## src/rtl/dbus_timer_slave_pkg.sv

```systemverilog
// Shared definitions for the data-bus machine timer: bus widths, register
// offsets, control bit positions, handshake FSM encoding, byte-merge helper.
package dbus_timer_slave_pkg;

  localparam int MEM_ADDR_W  = 32;
  localparam int MEM_DATA_W  = 32;
  localparam int DBUS_MASK_W = 4;

  localparam logic [7:0] TMR_OFF_MTIME_LO = 8'h00;
  localparam logic [7:0] TMR_OFF_MTIME_HI = 8'h04;
  localparam logic [7:0] TMR_OFF_MTCMP_LO = 8'h08;
  localparam logic [7:0] TMR_OFF_MTCMP_HI = 8'h0C;
  localparam logic [7:0] TMR_OFF_CTRL     = 8'h10;
  localparam logic [7:0] TMR_OFF_PRESC    = 8'h14;

  localparam int CTRL_EN_BIT = 0;
  localparam int CTRL_IE_BIT = 1;

  typedef enum logic [1:0] {
    ST_IDLE = 2'd0,
    ST_WAIT = 2'd1,
    ST_RESP = 2'd2
  } bus_state_e;

  typedef struct packed {
    logic                   we;
    logic [MEM_ADDR_W-1:0]  addr;
    logic [MEM_DATA_W-1:0]  wdata;
    logic [DBUS_MASK_W-1:0] mask;
  } dbus_req_t;

  // Replace the bytes of old selected by mask with the matching bytes of wdata.
  function automatic logic [MEM_DATA_W-1:0] byte_merge(
    input logic [MEM_DATA_W-1:0]  old,
    input logic [MEM_DATA_W-1:0]  wdata,
    input logic [DBUS_MASK_W-1:0] mask
  );
    logic [MEM_DATA_W-1:0] r;
    r = old;
    for (int i = 0; i < DBUS_MASK_W; i++)
      if (mask[i]) r[8*i +: 8] = wdata[8*i +: 8];
    return r;
  endfunction

endpackage

```

## src/rtl/dbus_timer_slave_resp_fsm.sv

```systemverilog
// Responder handshake: IDLE -> (WAIT x WAIT_CYCLES) -> RESP -> IDLE.
// access is high for exactly the RESP cycle; it doubles as ready and as
// the commit strobe for writes.
module bus_resp_fsm
  import dbus_timer_slave_pkg::*;
#(
  parameter int WAIT_CYCLES = 0
) (
  input  logic clk,
  input  logic rst,
  input  logic req,
  output logic access
);

  localparam logic [3:0] WAIT_LOAD = (WAIT_CYCLES > 0) ? 4'(WAIT_CYCLES - 1) : 4'd0;

  bus_state_e state, state_d;
  logic [3:0] wcnt, wcnt_d;

  // State and wait-counter registers.
  always_ff @(posedge clk) begin
    if (rst) begin
      state <= ST_IDLE;
      wcnt  <= '0;
    end else begin
      state <= state_d;
      wcnt  <= wcnt_d;
    end
  end

  // Next state; a dropped request in WAIT aborts without a response.
  always_comb begin
    state_d = state;
    wcnt_d  = wcnt;
    case (state)
      ST_IDLE: if (req) begin
        if (WAIT_CYCLES > 0) begin
          state_d = ST_WAIT;
          wcnt_d  = WAIT_LOAD;
        end else begin
          state_d = ST_RESP;
        end
      end
      ST_WAIT: begin
        if (!req)            state_d = ST_IDLE;
        else if (wcnt == '0) state_d = ST_RESP;
        else                 wcnt_d  = wcnt - 4'd1;
      end
      ST_RESP: state_d = ST_IDLE;
      default: state_d = ST_IDLE;
    endcase
  end

  assign access = (state == ST_RESP);

endmodule

```

## src/rtl/dbus_timer_slave.sv

```systemverilog
// Memory-mapped machine timer on the data bus: 64-bit mtime/mtimecmp,
// enable/interrupt-enable control, prescaler, registered level interrupt.
module dbus_timer_slave
  import dbus_timer_slave_pkg::*;
#(
  parameter logic [31:0] BASE_ADDR   = 32'h0200_0000,
  parameter int          WAIT_CYCLES = 0,
  parameter int          PRESCALE_W  = 16
) (
  input  logic                   clk,
  input  logic                   rst,
  input  logic                   dbus_req,
  input  logic                   dbus_we,
  input  logic [MEM_ADDR_W-1:0]  dbus_addr,
  input  logic [MEM_DATA_W-1:0]  dbus_wdata,
  input  logic [DBUS_MASK_W-1:0] dbus_mask,
  output logic [MEM_DATA_W-1:0]  dbus_rdata,
  output logic                   dbus_ready,
  output logic                   timer_int
);

  logic                  access;
  dbus_req_t             rq;
  logic                  hit;
  logic [7:0]            off;
  logic                  wr_en;
  logic                  wr_mtime_lo, wr_mtime_hi, wr_mtcmp_lo, wr_mtcmp_hi;
  logic                  wr_ctrl, wr_presc;
  logic [63:0]           mtime, mtimecmp;
  logic                  ctrl_en, ctrl_ie;
  logic [PRESCALE_W-1:0] presc, presc_cnt;
  logic                  tick;
  logic [MEM_DATA_W-1:0] rd_mux;

  bus_resp_fsm #(.WAIT_CYCLES(WAIT_CYCLES)) u_fsm (
    .clk    (clk),
    .rst    (rst),
    .req    (dbus_req),
    .access (access)
  );

  assign rq  = '{we: dbus_we, addr: dbus_addr, wdata: dbus_wdata, mask: dbus_mask};
  assign hit = (rq.addr[31:8] == BASE_ADDR[31:8]);
  assign off = rq.addr[7:0] & 8'hFC;

  // A zero mask is a true no-op, so it must not suppress the mtime increment.
  assign wr_en       = access & rq.we & hit & (|rq.mask);
  assign wr_mtime_lo = wr_en && (off == TMR_OFF_MTIME_LO);
  assign wr_mtime_hi = wr_en && (off == TMR_OFF_MTIME_HI);
  assign wr_mtcmp_lo = wr_en && (off == TMR_OFF_MTCMP_LO);
  assign wr_mtcmp_hi = wr_en && (off == TMR_OFF_MTCMP_HI);
  assign wr_ctrl     = wr_en && (off == TMR_OFF_CTRL);
  assign wr_presc    = wr_en && (off == TMR_OFF_PRESC);

  assign tick = ctrl_en && (presc_cnt == presc);

  // Read mux over pre-update register values; unmapped offsets read 0.
  always_comb begin
    rd_mux = '0;
    if (hit) begin
      case (off)
        TMR_OFF_MTIME_LO: rd_mux = mtime[31:0];
        TMR_OFF_MTIME_HI: rd_mux = mtime[63:32];
        TMR_OFF_MTCMP_LO: rd_mux = mtimecmp[31:0];
        TMR_OFF_MTCMP_HI: rd_mux = mtimecmp[63:32];
        TMR_OFF_CTRL: begin
          rd_mux[CTRL_EN_BIT] = ctrl_en;
          rd_mux[CTRL_IE_BIT] = ctrl_ie;
        end
        TMR_OFF_PRESC:    rd_mux = MEM_DATA_W'(presc);
        default:          rd_mux = '0;
      endcase
    end
  end

  assign dbus_rdata = access ? rd_mux : '0;
  assign dbus_ready = access;

  // mtime: a bus write to either half wins over the increment that cycle.
  always_ff @(posedge clk) begin
    if (rst) begin
      mtime <= '0;
    end else if (wr_mtime_lo || wr_mtime_hi) begin
      if (wr_mtime_lo) mtime[31:0]  <= byte_merge(mtime[31:0],  rq.wdata, rq.mask);
      if (wr_mtime_hi) mtime[63:32] <= byte_merge(mtime[63:32], rq.wdata, rq.mask);
    end else if (tick) begin
      mtime <= mtime + 64'd1;
    end
  end

  // Prescaler counter: cleared by a PRESC write, otherwise runs 0..PRESC.
  always_ff @(posedge clk) begin
    if (rst)          presc_cnt <= '0;
    else if (wr_presc) presc_cnt <= '0;
    else if (ctrl_en)  presc_cnt <= tick ? '0 : presc_cnt + 1'b1;
  end

  // Software-visible compare, control and prescaler registers.
  always_ff @(posedge clk) begin
    if (rst) begin
      mtimecmp <= '1;
      ctrl_en  <= 1'b0;
      ctrl_ie  <= 1'b0;
      presc    <= '0;
    end else begin
      if (wr_mtcmp_lo) mtimecmp[31:0]  <= byte_merge(mtimecmp[31:0],  rq.wdata, rq.mask);
      if (wr_mtcmp_hi) mtimecmp[63:32] <= byte_merge(mtimecmp[63:32], rq.wdata, rq.mask);
      if (wr_ctrl && rq.mask[0]) begin
        ctrl_en <= rq.wdata[CTRL_EN_BIT];
        ctrl_ie <= rq.wdata[CTRL_IE_BIT];
      end
      for (int b = 0; b < PRESCALE_W; b++)
        if (wr_presc && rq.mask[b/8]) presc[b] <= rq.wdata[b];
    end
  end

  // Registered level interrupt; lags register updates by one cycle.
  always_ff @(posedge clk) begin
    if (rst) timer_int <= 1'b0;
    else     timer_int <= ctrl_ie & (mtime >= mtimecmp);
  end

endmodule

```

## config.mk

```make
export PLATFORM = sky130hd
export DESIGN_NAME = dbus_timer_slave
export DESIGN_NICKNAME = d
export VERILOG_FILES = /design/src/rtl/dbus_timer_slave_pkg.sv /design/src/rtl/dbus_timer_slave_resp_fsm.sv /design/src/rtl/dbus_timer_slave.sv
export SDC_FILE = /design/constraint.sdc
export NUM_CORES = 1
export LEC_CHECK = 0
export BUFFER_PORTS_ARGS = -buffer_cell sky130_fd_sc_hd__buf_2
export CAP_MARGIN = 5
export CORE_MARGIN = 2
export CORE_UTILIZATION = 45
export CTS_CLUSTER_DIAMETER = 150
export CTS_CLUSTER_SIZE = 28
export DETAILED_ROUTE_END_ITERATION = 10
export PLACE_DENSITY = 0.66
export SYNTH_ARGS = -nofsm -noshare
export SYNTH_HDL_FRONTEND = slang
export SYNTH_SLANG_ARGS = --single-unit
```

## constraint.sdc

```tcl
create_clock -name clk -period 2.5 [get_ports clk]
set_input_delay 0.375 -clock clk [delete_from_list [all_inputs] [get_ports clk]]
set_output_delay 0.375 -clock clk [all_outputs]
set_load 0.005 [all_outputs]
```

==> results.yml <==
layout:
  final_common_cell: "nand2_1"
  stdcell_area_sq_mm: 0.0130
  multi_input_area_sq_mm: 0.00709
  mostFrequentLayoutCells: "nand2_1, dfxtp_1, nor2_1, a21oi_1, buf_2"
  fillCellCount: 2277
  regArea_sq_mm: 0.00329
  layout-drive-gt1-share: 0.198
  finalNetCount: 1675
  fin_util: 0.552
  area.growth.synth_to_final_pct: 19.8
global_route:
  grt.overflow.total: 0
  grt.total_usage: 0.276
  grt_max_degree: 64
  grt_antenna_before_repair: 1
  grt_pass1_wl_microns: 56500
  grt_pass1_vias: 10500
yosys:
  async_reset_ff_frac: 0
  synth_seq_cells: 164
  yosys.cell_types.count: 68
  synth_edf_count: 0
  synth_nets: 1537
  ys_warn_count: 0
  syn_avg_cell_area_sq_um: 7.77
  synth_flop_cell: "dfxtp_1"
  synth_seq_area_share: 0.302
  syn_inst: 1399
  synthesis.area_sq_mm: 0.0109
power:
  vdd_drop_max_mv: 0.386
  power.total_mw: 5.62
  power_density_mw_per_mm2: 431
  p_leak_nw: 5.92
critical_path:
  critPathKind: "reg2out"
  r2r_cells: 8
  cpPeakStageDelay_ps: 350
  required_ps: 2120
  r2r_end: "mtime[62]"
  slowest_stage: "dfxtp_1"
  r2r-start: "mtime[0]"
  cp-start-kind: "flop"
  ff2ff_setup_slack_ps: 80
  cp.arrival_ps: 2080
  crit_path_max_fanout: 14
  path_cells: "nor4bb_2 -> and4_4 -> and2_4 -> o21ai_1 -> buf_4 -> a21oi_1 -> buf_2"
  crit_path_end_kind: "primary output"
timing:
  drv_slew: 0
  post-route-min-period_ps: 2460
  fmax_mhz: 407
  fin_hold_ws_ps: 177
  worst_slew_pin_slew_ps: 708
  fin_setup_tns_ps: 0
  slew_headroom: 0.528
  setup_viol: 0
  hold_viol_final: 0
  period_share: 0.982
  clock_skew_ps: 12.4
placement:
  place_area_sq_mm: 0.0123
  gp_congestion: 0.909
  hpwlAfterDp_microns: 26200
  port_buffers: 103
hold_path:
  hp-start: "dbus_wdata[28]"
  hold_path_depth: 2
  hold_path_end: "mtimecmp[28]"
  min_path_type: "in2reg"
routing:
  post_drt_wl_per_cell_microns: 18.8
  viasPerCell: 5.92
  route.detailed.drc: 0
  vias: 11100
  firstDrtPassIters: 8
  initialDrtViolationCount: 1096
  ant_nets: 0
  routed_wl_microns: 35100
floorplanning:
  rows: 56
  fp.dieW_microns: 159
  core-area_sq_mm: 0.0236
  die_y_microns: 159
  initial_core_util: 0.460
  dieArea_sq_mm: 0.0254
  io_pins: 106
job:
  maxCapViolations: 0
cts:
  clk_latency_ps: 440
  htreeDepth: 4
  numCtsBuffers: 17
  cts_hold_buf: 0
  clockBufferDepth: 2
  cts_tree: "done"
  path_clk_slew_ps: 70
  cts_root_buf: "clkbuf_16"
  clock-sinks: 164
run_status:
  status: "finished clean"
[worst max-delay path by stage]
stage,startpoint,endpoint,slack [ps]
2_1_floorplan,dbus_addr[2],dbus_rdata[0],20
3_3_place_gp,dbus_mask[1],mtime[17],-190
3_5_place_dp,dbus_mask[1],mtime[17],-230
4_1_cts,u_fsm.state[1],dbus_rdata[15],3
5_1_grt,u_fsm.state[1],dbus_rdata[6],-30
6_report,u_fsm.state[1],dbus_rdata[6],40
[where the power goes]
part	total [mW]	internal (mW)	leakage, nW	switching, mW
clock network	2.72	1.51	0.283	1.21
logic	0.282	0.101	4.31	0.181
registers	2.61	2.61	1.33	0.000591
[area by class of cell]
class / count / share of cell area
inverter: 71 / 0.0205
clock buffer: 18 / 0.0337
sequential: 164 / 0.252
timing repair buffer: 205 / 0.107
multi-input combinational: 1078 / 0.545
clock inverter: 13 / 0.0115
tap: 319 / 0.0306
antenna: 1 / 0.000192
[per-layer routing]
layer | GRT usage | vias up | routed length, microns
met5 | 0 | - | 0
met2 | 0.449 | 403 | 16100
met3 | 0.0529 | 59 | 2420
met1 | 0.375 | 5261 | 15800
li1 | - | 5333 | -
met4 | 0.0727 | 0 | 730
[critical path, delay by kind of cell (launching register included)]
kind,cells,cell delay [ps]
compound gates,2,270
buf+inv,2,360
simple gates,3,660
flops,1,350
[kinds of logic (layout without fill, tap and decap cells)]
kind of cell,Yosys count,count (layout),share of synthesized area
AND/OR/NAND/NOR,542,542,0.249
AO/OA/AOI/OAI,395,395,0.228
other,0,1,0
flip-flops,164,164,0.302
XOR/XNOR,30,30,0.0242
multiplexers,45,45,0.0604
adder cells (fa/ha/maj),66,66,0.0759
buffers and inverters,157,307,0.0604
[cell usage after synthesis, drive strengths merged, types with 2 or more instances]
cell / number / area share
a21o: 19 / 0.013
xor2: 7 / 0.0056
o21a: 11 / 0.0076
a21oi: 125 / 0.058
a211o: 54 / 0.043
a31oi: 10 / 0.0058
a21boi: 4 / 0.0028
o31ai: 17 / 0.012
and4: 10 / 0.0083
buf: 19 / 0.011
mux4: 16 / 0.033
nand4: 35 / 0.022
a211oi: 12 / 0.0083
a222oi: 2 / 0.0018
nand2: 172 / 0.059
mux2i: 27 / 0.025
inv: 71 / 0.025
mux2: 2 / 0.0021
dfxtp: 164 / 0.30
clkbuf: 66 / 0.024
ha: 66 / 0.076
and3: 51 / 0.030
nand3b: 13 / 0.0090
o21ai: 104 / 0.048
a22o: 2 / 0.0016
a22oi: 14 / 0.0097
xnor2: 23 / 0.019
nor4: 14 / 0.0098
nor3: 22 / 0.010
a2111oi: 2 / 0.0016
o21ba: 2 / 0.0018
or4: 3 / 0.0028
nor2: 120 / 0.041
o21bai: 3 / 0.0021
and2: 37 / 0.021
o41ai: 7 / 0.0056
nor3b: 3 / 0.0021
nand2b: 5 / 0.0029
nand4b: 3 / 0.0024
nand3: 48 / 0.023
[metrics by stage]
step                      cells  setup WS (ps)
after floorplan            1399           16.0
after global placement     1834           -194
after detailed placement   1834           -228
after CTS                  1865           2.96
after global routing       1868          -33.5
final                      1869           44.4
[timing repair]
item	in CTS	in global routing
resized for setup	9	30
cloned	0	1
pin swaps	3	4
setup buffers	0	2
setup endpoints to repair	23	61
[registers in the layout, summed over array words and instances, names as in the netlist]
name and count:
timer_int 1, u_fsm.state 1, presc 16, ctrl_ie 1, ctrl_en 1, presc_cnt 16
mtimecmp 64, mtime 64
(Power assumes the default switching activity.)
